==> src/rtl/qtcore_mem_pkg.sv <==
// Shared definitions for the qtcore memory-port arbiter: FSM state codes and
// requester port indices.
package qtcore_mem_pkg;
  localparam logic [1:0] IDLE   = 2'b00;
  localparam logic [1:0] ACCESS = 2'b01;
  localparam logic [1:0] RESP   = 2'b10;

  localparam logic PORT_CPU = 1'b0;
  localparam logic PORT_DBG = 1'b1;

  // 2'b11 is unused; the FSM falls back to IDLE if it ever appears.
  typedef enum logic [1:0] {
    ST_IDLE   = IDLE,
    ST_ACCESS = ACCESS,
    ST_RESP   = RESP
  } state_t;
endpackage

==> src/rtl/mem_port_arbiter_if.sv <==
// Bundle of the CPU and debug request ports, the memory macro port and status.
// slave = arbiter side, master = requesters/memory side.
interface mem_port_arbiter_if #(
  parameter int ADDR_W = 5,
  parameter int DATA_W = 8
);
  logic              cpu_req;
  logic              cpu_we;
  logic [ADDR_W-1:0] cpu_addr;
  logic [DATA_W-1:0] cpu_wdata;
  logic              cpu_ack;
  logic [DATA_W-1:0] cpu_rdata;

  logic              dbg_req;
  logic              dbg_we;
  logic [ADDR_W-1:0] dbg_addr;
  logic [DATA_W-1:0] dbg_wdata;
  logic              dbg_ack;
  logic [DATA_W-1:0] dbg_rdata;

  logic [ADDR_W-1:0] mem_addr;
  logic              mem_we;
  logic [DATA_W-1:0] mem_wdata;
  logic [DATA_W-1:0] mem_rdata;

  logic              busy;
  logic              owner;

  modport slave (
    input  cpu_req, cpu_we, cpu_addr, cpu_wdata,
    output cpu_ack, cpu_rdata,
    input  dbg_req, dbg_we, dbg_addr, dbg_wdata,
    output dbg_ack, dbg_rdata,
    output mem_addr, mem_we, mem_wdata,
    input  mem_rdata,
    output busy, owner
  );

  modport master (
    output cpu_req, cpu_we, cpu_addr, cpu_wdata,
    input  cpu_ack, cpu_rdata,
    output dbg_req, dbg_we, dbg_addr, dbg_wdata,
    input  dbg_ack, dbg_rdata,
    input  mem_addr, mem_we, mem_wdata,
    output mem_rdata,
    input  busy, owner
  );
endinterface

==> src/rtl/mem_port_arbiter_rr_pick2.sv <==
// Two-way round-robin pick: a lone requester wins, on contention the port that
// did not win last time wins.
module rr_pick2
  import qtcore_mem_pkg::*;
(
  input  logic [1:0] req,
  input  logic       last,
  output logic       gnt_valid,
  output logic       gnt_idx
);
  always_comb begin
    gnt_valid = |req;
    if (&req) gnt_idx = ~last;
    else      gnt_idx = req[PORT_DBG];
  end
endmodule

==> src/rtl/mem_port_arbiter.sv <==
// Serialises CPU and debug accesses onto the single-port qtcore memory through
// an IDLE -> ACCESS -> RESP sequence with round-robin arbitration.
module mem_port_arbiter
  import qtcore_mem_pkg::*;
#(
  parameter int ADDR_W = 5,
  parameter int DATA_W = 8
) (
  input logic               clk,
  input logic               rst,
  mem_port_arbiter_if.slave bus
);
  state_t            state_q, state_d;
  logic              last_q;
  logic              owner_q;
  logic              lat_we;
  logic [ADDR_W-1:0] lat_addr;
  logic [DATA_W-1:0] lat_wdata;
  logic              gnt_valid;
  logic              gnt_idx;

  rr_pick2 u_pick (
    .req       ({bus.dbg_req, bus.cpu_req}),
    .last      (last_q),
    .gnt_valid (gnt_valid),
    .gnt_idx   (gnt_idx)
  );

  always_ff @(posedge clk) begin
    if (!rst) begin
      state_q   <= ST_IDLE;
      last_q    <= PORT_DBG;
      owner_q   <= PORT_CPU;
      lat_we    <= 1'b0;
      lat_addr  <= '0;
      lat_wdata <= '0;
    end else begin
      state_q <= state_d;
      // Request fields are captured only at grant time.
      if (state_q == ST_IDLE && gnt_valid) begin
        last_q  <= gnt_idx;
        owner_q <= gnt_idx;
        if (gnt_idx == PORT_DBG) begin
          lat_we    <= bus.dbg_we;
          lat_addr  <= bus.dbg_addr;
          lat_wdata <= bus.dbg_wdata;
        end else begin
          lat_we    <= bus.cpu_we;
          lat_addr  <= bus.cpu_addr;
          lat_wdata <= bus.cpu_wdata;
        end
      end
    end
  end

  always_comb begin
    state_d = ST_IDLE;
    case (state_q)
      ST_IDLE:   state_d = gnt_valid ? ST_ACCESS : ST_IDLE;
      ST_ACCESS: state_d = ST_RESP;
      ST_RESP:   state_d = ST_IDLE;
      default:   state_d = ST_IDLE;
    endcase
  end

  always_comb begin
    bus.mem_addr  = '0;
    bus.mem_we    = 1'b0;
    bus.mem_wdata = '0;
    bus.cpu_ack   = 1'b0;
    bus.dbg_ack   = 1'b0;
    bus.cpu_rdata = '0;
    bus.dbg_rdata = '0;
    case (state_q)
      ST_ACCESS: begin
        bus.mem_addr  = lat_addr;
        // Gating with rst keeps a reset asserted mid-cycle from committing a write.
        bus.mem_we    = lat_we & rst;
        bus.mem_wdata = lat_wdata;
      end
      ST_RESP: begin
        bus.mem_addr = lat_addr;
        if (owner_q == PORT_DBG) begin
          bus.dbg_ack   = 1'b1;
          bus.dbg_rdata = bus.mem_rdata;
        end else begin
          bus.cpu_ack   = 1'b1;
          bus.cpu_rdata = bus.mem_rdata;
        end
      end
      default: ;
    endcase
  end

  assign bus.busy  = (state_q != ST_IDLE);
  assign bus.owner = owner_q;
endmodule

==> src/flat_wrapper.sv <==
// flat-port wrapper written by rule: the top's interface ports become plain ports
module mem_port_arbiter_flat import qtcore_mem_pkg::*;
#(
  parameter int ADDR_W = 5,
  parameter int DATA_W = 8
)
  (clk, rst, bus_cpu_req, bus_cpu_we, bus_cpu_addr, bus_cpu_wdata, bus_cpu_ack, bus_cpu_rdata, bus_dbg_req, bus_dbg_we, bus_dbg_addr, bus_dbg_wdata, bus_dbg_ack, bus_dbg_rdata, bus_mem_addr, bus_mem_we, bus_mem_wdata, bus_mem_rdata, bus_busy, bus_owner);
  mem_port_arbiter_if #(.ADDR_W(ADDR_W), .DATA_W(DATA_W)) bus_i ();
  input logic clk;
  input logic rst;
  input wire logic [$bits(bus_i.cpu_req)-1:0] bus_cpu_req;
  input wire logic [$bits(bus_i.cpu_we)-1:0] bus_cpu_we;
  input wire logic [$bits(bus_i.cpu_addr)-1:0] bus_cpu_addr;
  input wire logic [$bits(bus_i.cpu_wdata)-1:0] bus_cpu_wdata;
  output wire logic [$bits(bus_i.cpu_ack)-1:0] bus_cpu_ack;
  output wire logic [$bits(bus_i.cpu_rdata)-1:0] bus_cpu_rdata;
  input wire logic [$bits(bus_i.dbg_req)-1:0] bus_dbg_req;
  input wire logic [$bits(bus_i.dbg_we)-1:0] bus_dbg_we;
  input wire logic [$bits(bus_i.dbg_addr)-1:0] bus_dbg_addr;
  input wire logic [$bits(bus_i.dbg_wdata)-1:0] bus_dbg_wdata;
  output wire logic [$bits(bus_i.dbg_ack)-1:0] bus_dbg_ack;
  output wire logic [$bits(bus_i.dbg_rdata)-1:0] bus_dbg_rdata;
  output wire logic [$bits(bus_i.mem_addr)-1:0] bus_mem_addr;
  output wire logic [$bits(bus_i.mem_we)-1:0] bus_mem_we;
  output wire logic [$bits(bus_i.mem_wdata)-1:0] bus_mem_wdata;
  input wire logic [$bits(bus_i.mem_rdata)-1:0] bus_mem_rdata;
  output wire logic [$bits(bus_i.busy)-1:0] bus_busy;
  output wire logic [$bits(bus_i.owner)-1:0] bus_owner;
  assign bus_i.cpu_req = bus_cpu_req;
  assign bus_i.cpu_we = bus_cpu_we;
  assign bus_i.cpu_addr = bus_cpu_addr;
  assign bus_i.cpu_wdata = bus_cpu_wdata;
  assign bus_cpu_ack = bus_i.cpu_ack;
  assign bus_cpu_rdata = bus_i.cpu_rdata;
  assign bus_i.dbg_req = bus_dbg_req;
  assign bus_i.dbg_we = bus_dbg_we;
  assign bus_i.dbg_addr = bus_dbg_addr;
  assign bus_i.dbg_wdata = bus_dbg_wdata;
  assign bus_dbg_ack = bus_i.dbg_ack;
  assign bus_dbg_rdata = bus_i.dbg_rdata;
  assign bus_mem_addr = bus_i.mem_addr;
  assign bus_mem_we = bus_i.mem_we;
  assign bus_mem_wdata = bus_i.mem_wdata;
  assign bus_i.mem_rdata = bus_mem_rdata;
  assign bus_busy = bus_i.busy;
  assign bus_owner = bus_i.owner;
  mem_port_arbiter #(.ADDR_W(ADDR_W), .DATA_W(DATA_W)) u_core (.clk(clk), .rst(rst), .bus(bus_i));
endmodule
==> config.mk <==
export PLATFORM = sky130hd
export DESIGN_NAME = mem_port_arbiter_flat
export DESIGN_NICKNAME = d
export VERILOG_FILES = /design/src/rtl/qtcore_mem_pkg.sv /design/src/rtl/mem_port_arbiter_if.sv /design/src/rtl/mem_port_arbiter_rr_pick2.sv /design/src/rtl/mem_port_arbiter.sv /design/src/flat_wrapper.sv
export SDC_FILE = /design/constraint.sdc
export NUM_CORES = 1
export LEC_CHECK = 0
export CAP_MARGIN = 20
export CORE_UTILIZATION = 50
export DETAILED_ROUTE_END_ITERATION = 6
export DONT_BUFFER_PORTS = 1
export PLACE_DENSITY_LB_ADDON = 0.08
export SYNTH_ARGS = -nofsm -noshare
export SYNTH_HDL_FRONTEND = slang
export SYNTH_SLANG_ARGS = --single-unit
export TNS_END_PERCENT = 1
==> constraint.sdc <==
create_clock -name clk -period 1.2 [get_ports clk]
set_input_delay 0.18 -clock clk [delete_from_list [all_inputs] [get_ports clk]]
set_output_delay 0.18 -clock clk [all_outputs]
set_load 0.02 [all_outputs]
==> run_results.csv <==
group,metric,value,unit
outcome,outcome,"finished, violations left",
outcome,violations,"setup timing",
global_route,grtUsageTotal,0.2346,
synthesis,synth_edf_count,0,
power,ir_worst_vdd,708.4,µV
clock_tree,clock_path_buffers,2,
clock_tree,cts_made_buffers,3,
power,pwr-share-comb,0.324,
global_route,first_global_vias,946,
timing,fin_ws,-235.6,ps
global_route,grt_max_degree,20,
routing,vias_per_cell,5.804,
floorplanning,die_area,2415,µm²
power,p_int,1.084,mW
placed_design,numPortBuffers,0,
clock_tree,cts_sinks,18,
flow_run,cap_violations,0,
synthesis,synth_seq_area_share,0.3243,
clock_tree,htree_num_levels,1,
timing,hold_viol_final,0,
setup_path,worst-endpoint-required,1020,ps
synthesis,ys_types,22,
cells_and_area,syn2layout_area_growth,28.27,%
synthesis,synth_compound_area_frac,0.3198,
clock_tree,cts_tree,"done",
routing,drt_iter0_markers,8,
synthesis,muxShareOfSynthArea,0,
cells_and_area,fin_nets,186,
synthesis,syn_nets,175,
placed_design,place_area,1206,µm²
setup_path,crit_chain,"inv_2 > buf_6 > ha_4 > and2_4",
routing,drc,0,
floorplanning,core.rowCount,16,
power,switching_share,0.3213,
power,p_leak,0.5600,nW
cells_and_area,fin_area,1425,µm²
placed_design,dp_worst_setup_slack,-185.5,ps
global_route,grt_first_pass_wirelength,4312,µm
synthesis,syn_area,1111,µm²
cells_and_area,diodes,0,
setup_path,startpoint_type,"register",
power,total_power,1.597,mW
power,clkPwrFrac,0.233,
clock_tree,clockRootBuffer,"clkbuf_4",
routing,vias,975,
global_route,overflow,0,
synthesis,netlist_instances,131,
timing,fin_skew,2.080,ps
floorplanning,initial_core_util,0.5495,
synthesis,synthArstFlopShare,0,
cells_and_area,post_route_cells_drive_above_1_share,0.5532,
synthesis,avgSynthCellArea,8.481,µm²
timing,slew_headroom,0.6115,
cells_and_area,final_common_cell,"and2_4",
synthesis,synth_top_family_by_area,"compound AO/OA/AOI/OAI gates",
timing,layout_min_cycle_time,1436,ps
synthesis,ys.flop_type,"dfxtp_1",
synthesis,synthSimpleGateAreaFrac,0.2500,
setup_path,critPathKind,"register to primary output",
routing,routed_wl,2796,µm
cells_and_area,layout_common_cells,"21 x and2_4, 20 x a21oi_2, 15 x dfxtp_1",
setup_path,end_kind,"primary output",
setup_path,critPathMaxStageDelay,350,ps
power,power_per_cell_area,1121,nW/µm²
floorplanning,chipHeight,49.14,µm
synthesis,synth_warnings,0,
synthesis,synth_xor_area_frac,0,
clock_tree,path_clk_slew,100,ps
setup_path,cp_slowest_cell,"dfxtp_2",
power,power_switching,0.5131,mW
timing,max_freq,696.6,MHz
routing,drtAntennaViolNets,0,
timing,period_share,1.196,
timing,tightest_slew,581.3,ps
timing,rsz0062_at_grt,"true",
placed_design,place.gp.congestion,0.6941,
floorplanning,ios,74,
synthesis,yosys_register_bits,18,
min_path,hold_path_class,"input pin to register",
setup_path,cp_max_fo,5,
placed_design,dp_hpwl,1816,µm
routing,dr.pass1.iters,4,
clock_tree,clock_latency,290,ps
routing,wl_per_cell,16.64,µm
synthesis,yosys.area_share.adder,0.04505,
floorplanning,core_area,2022,µm²
clock_tree,post-cts-setup-buffers,0,
setup_path,arrival,1260,ps
timing,finalMaxSlewViolations,0,
floorplanning,die_x,49.14,µm
power,pwr-share-seq,0.443,
timing,setup_violations,38,
global_route,grt_antenna_before_repair,0,
timing,timing.hold.ws,14.89,ps
## cell families after synthesis
kind of cell	count (synthesis)
adder cells (fa/ha/maj)	4
flip-flops	18
AND/OR/NAND/NOR	50
buffers and inverters	10
AO/OA/AOI/OAI	49
## layer usage
| metal | share of wire | track usage |
|---|---|---|
| met5 | 0 | 0 |
| met1 | 0.40 | 0.2687 |
| met4 | 0.0050 | 0.07353 |
| met3 | 0.047 | 0.03427 |
| met2 | 0.55 | 0.4384 |
## path summary, 6_finish.rpt
kind / slack, ps / cells after the start / startpoint / endpoint
worst max-delay path: -240 / 4 / u_core.state_q[0] / bus_mem_addr[0]
worst min register to register: 540 / 2 / u_core.lat_wdata[7] / u_core.lat_wdata[7]
worst min-delay path: 10 / 2 / bus_cpu_wdata[1] / u_core.lat_wdata[1]
worst max register to register: -40 / 3 / u_core.last_q / u_core.bus.owner
## critical path: cells and delay by family (launching register included)
| kind | cells | cell delay (ps) |
|---|---|---|
| buffers and inverters | 2 | 160 |
| adders and majority gates | 1 | 280 |
| and+or+nand+nor | 1 | 180 |
| DFF | 1 | 350 |
## cells in the mapped netlist (2+ instances only)
cell / n / area, µm²
and2_1: 24 / 150.1
nand2_1: 14 / 52.55
a21oi_2: 20 / 175.2
inv_1: 3 / 11.26
a21oi_1: 9 / 45.04
and3_1: 10 / 62.56
ha_1: 4 / 50.05
o21ai_0: 5 / 25.02
clkbuf_1: 2 / 7.510
nor2b_1: 2 / 12.51
dfxtp_1: 18 / 360.4
o21ai_1: 10 / 50.05
## sequential cells by signal (all words and copies together), names as in the netlist
| signal | flops |
|---|---|
| u_core.bus.owner | 1 |
| u_core.last_q | 1 |
| u_core.lat_addr | 5 |
| u_core.lat_wdata | 8 |
| u_core.lat_we | 1 |
| u_core.state_q | 2 |
## through the flow
stage | util | TNS, ps | instances
6_report | 0.7048 | -5971 | 168
5_1_grt | 0.7048 | -9036 | 168
4_1_cts | 0.6788 | -6888 | 165
3_5_place_dp | 0.5965 | -3694 | 160
3_3_place_gp | 0.5965 | -2657 | 160
2_1_floorplan | - | -2.577 | 131
## cell type report
class	instances	area, µm²
clock buffer	4	36.28
sequential	18	364.1
tap	27	33.78
fill	174	596.8
multi-input combinational	104	849.6
timing repair buffer	12	125.1
inverter	3	16.27
## power groups by stage
stage	combinational (mW)	sequential [mW]	clock (mW)
floorplan	0.360	0.706	0
global placement	0.422	0.706	0
detailed placement	0.434	0.711	0
CTS	0.499	0.704	0.386
global route	0.564	0.716	0.422
finish	0.517	0.708	0.372
## repair_timing
| action | in CTS | in global routing |
|---|---|---|
| endpoints found under the hold margin | 1 | 3 |
| endpoints found under the setup margin | 49 | 48 |
| pin swaps | 20 | 12 |
| hold buffers | 1 | 2 |
| cloned | 0 | 1 |
| resized for setup | 53 | 8 |
(Power assumes the default switching activity.)
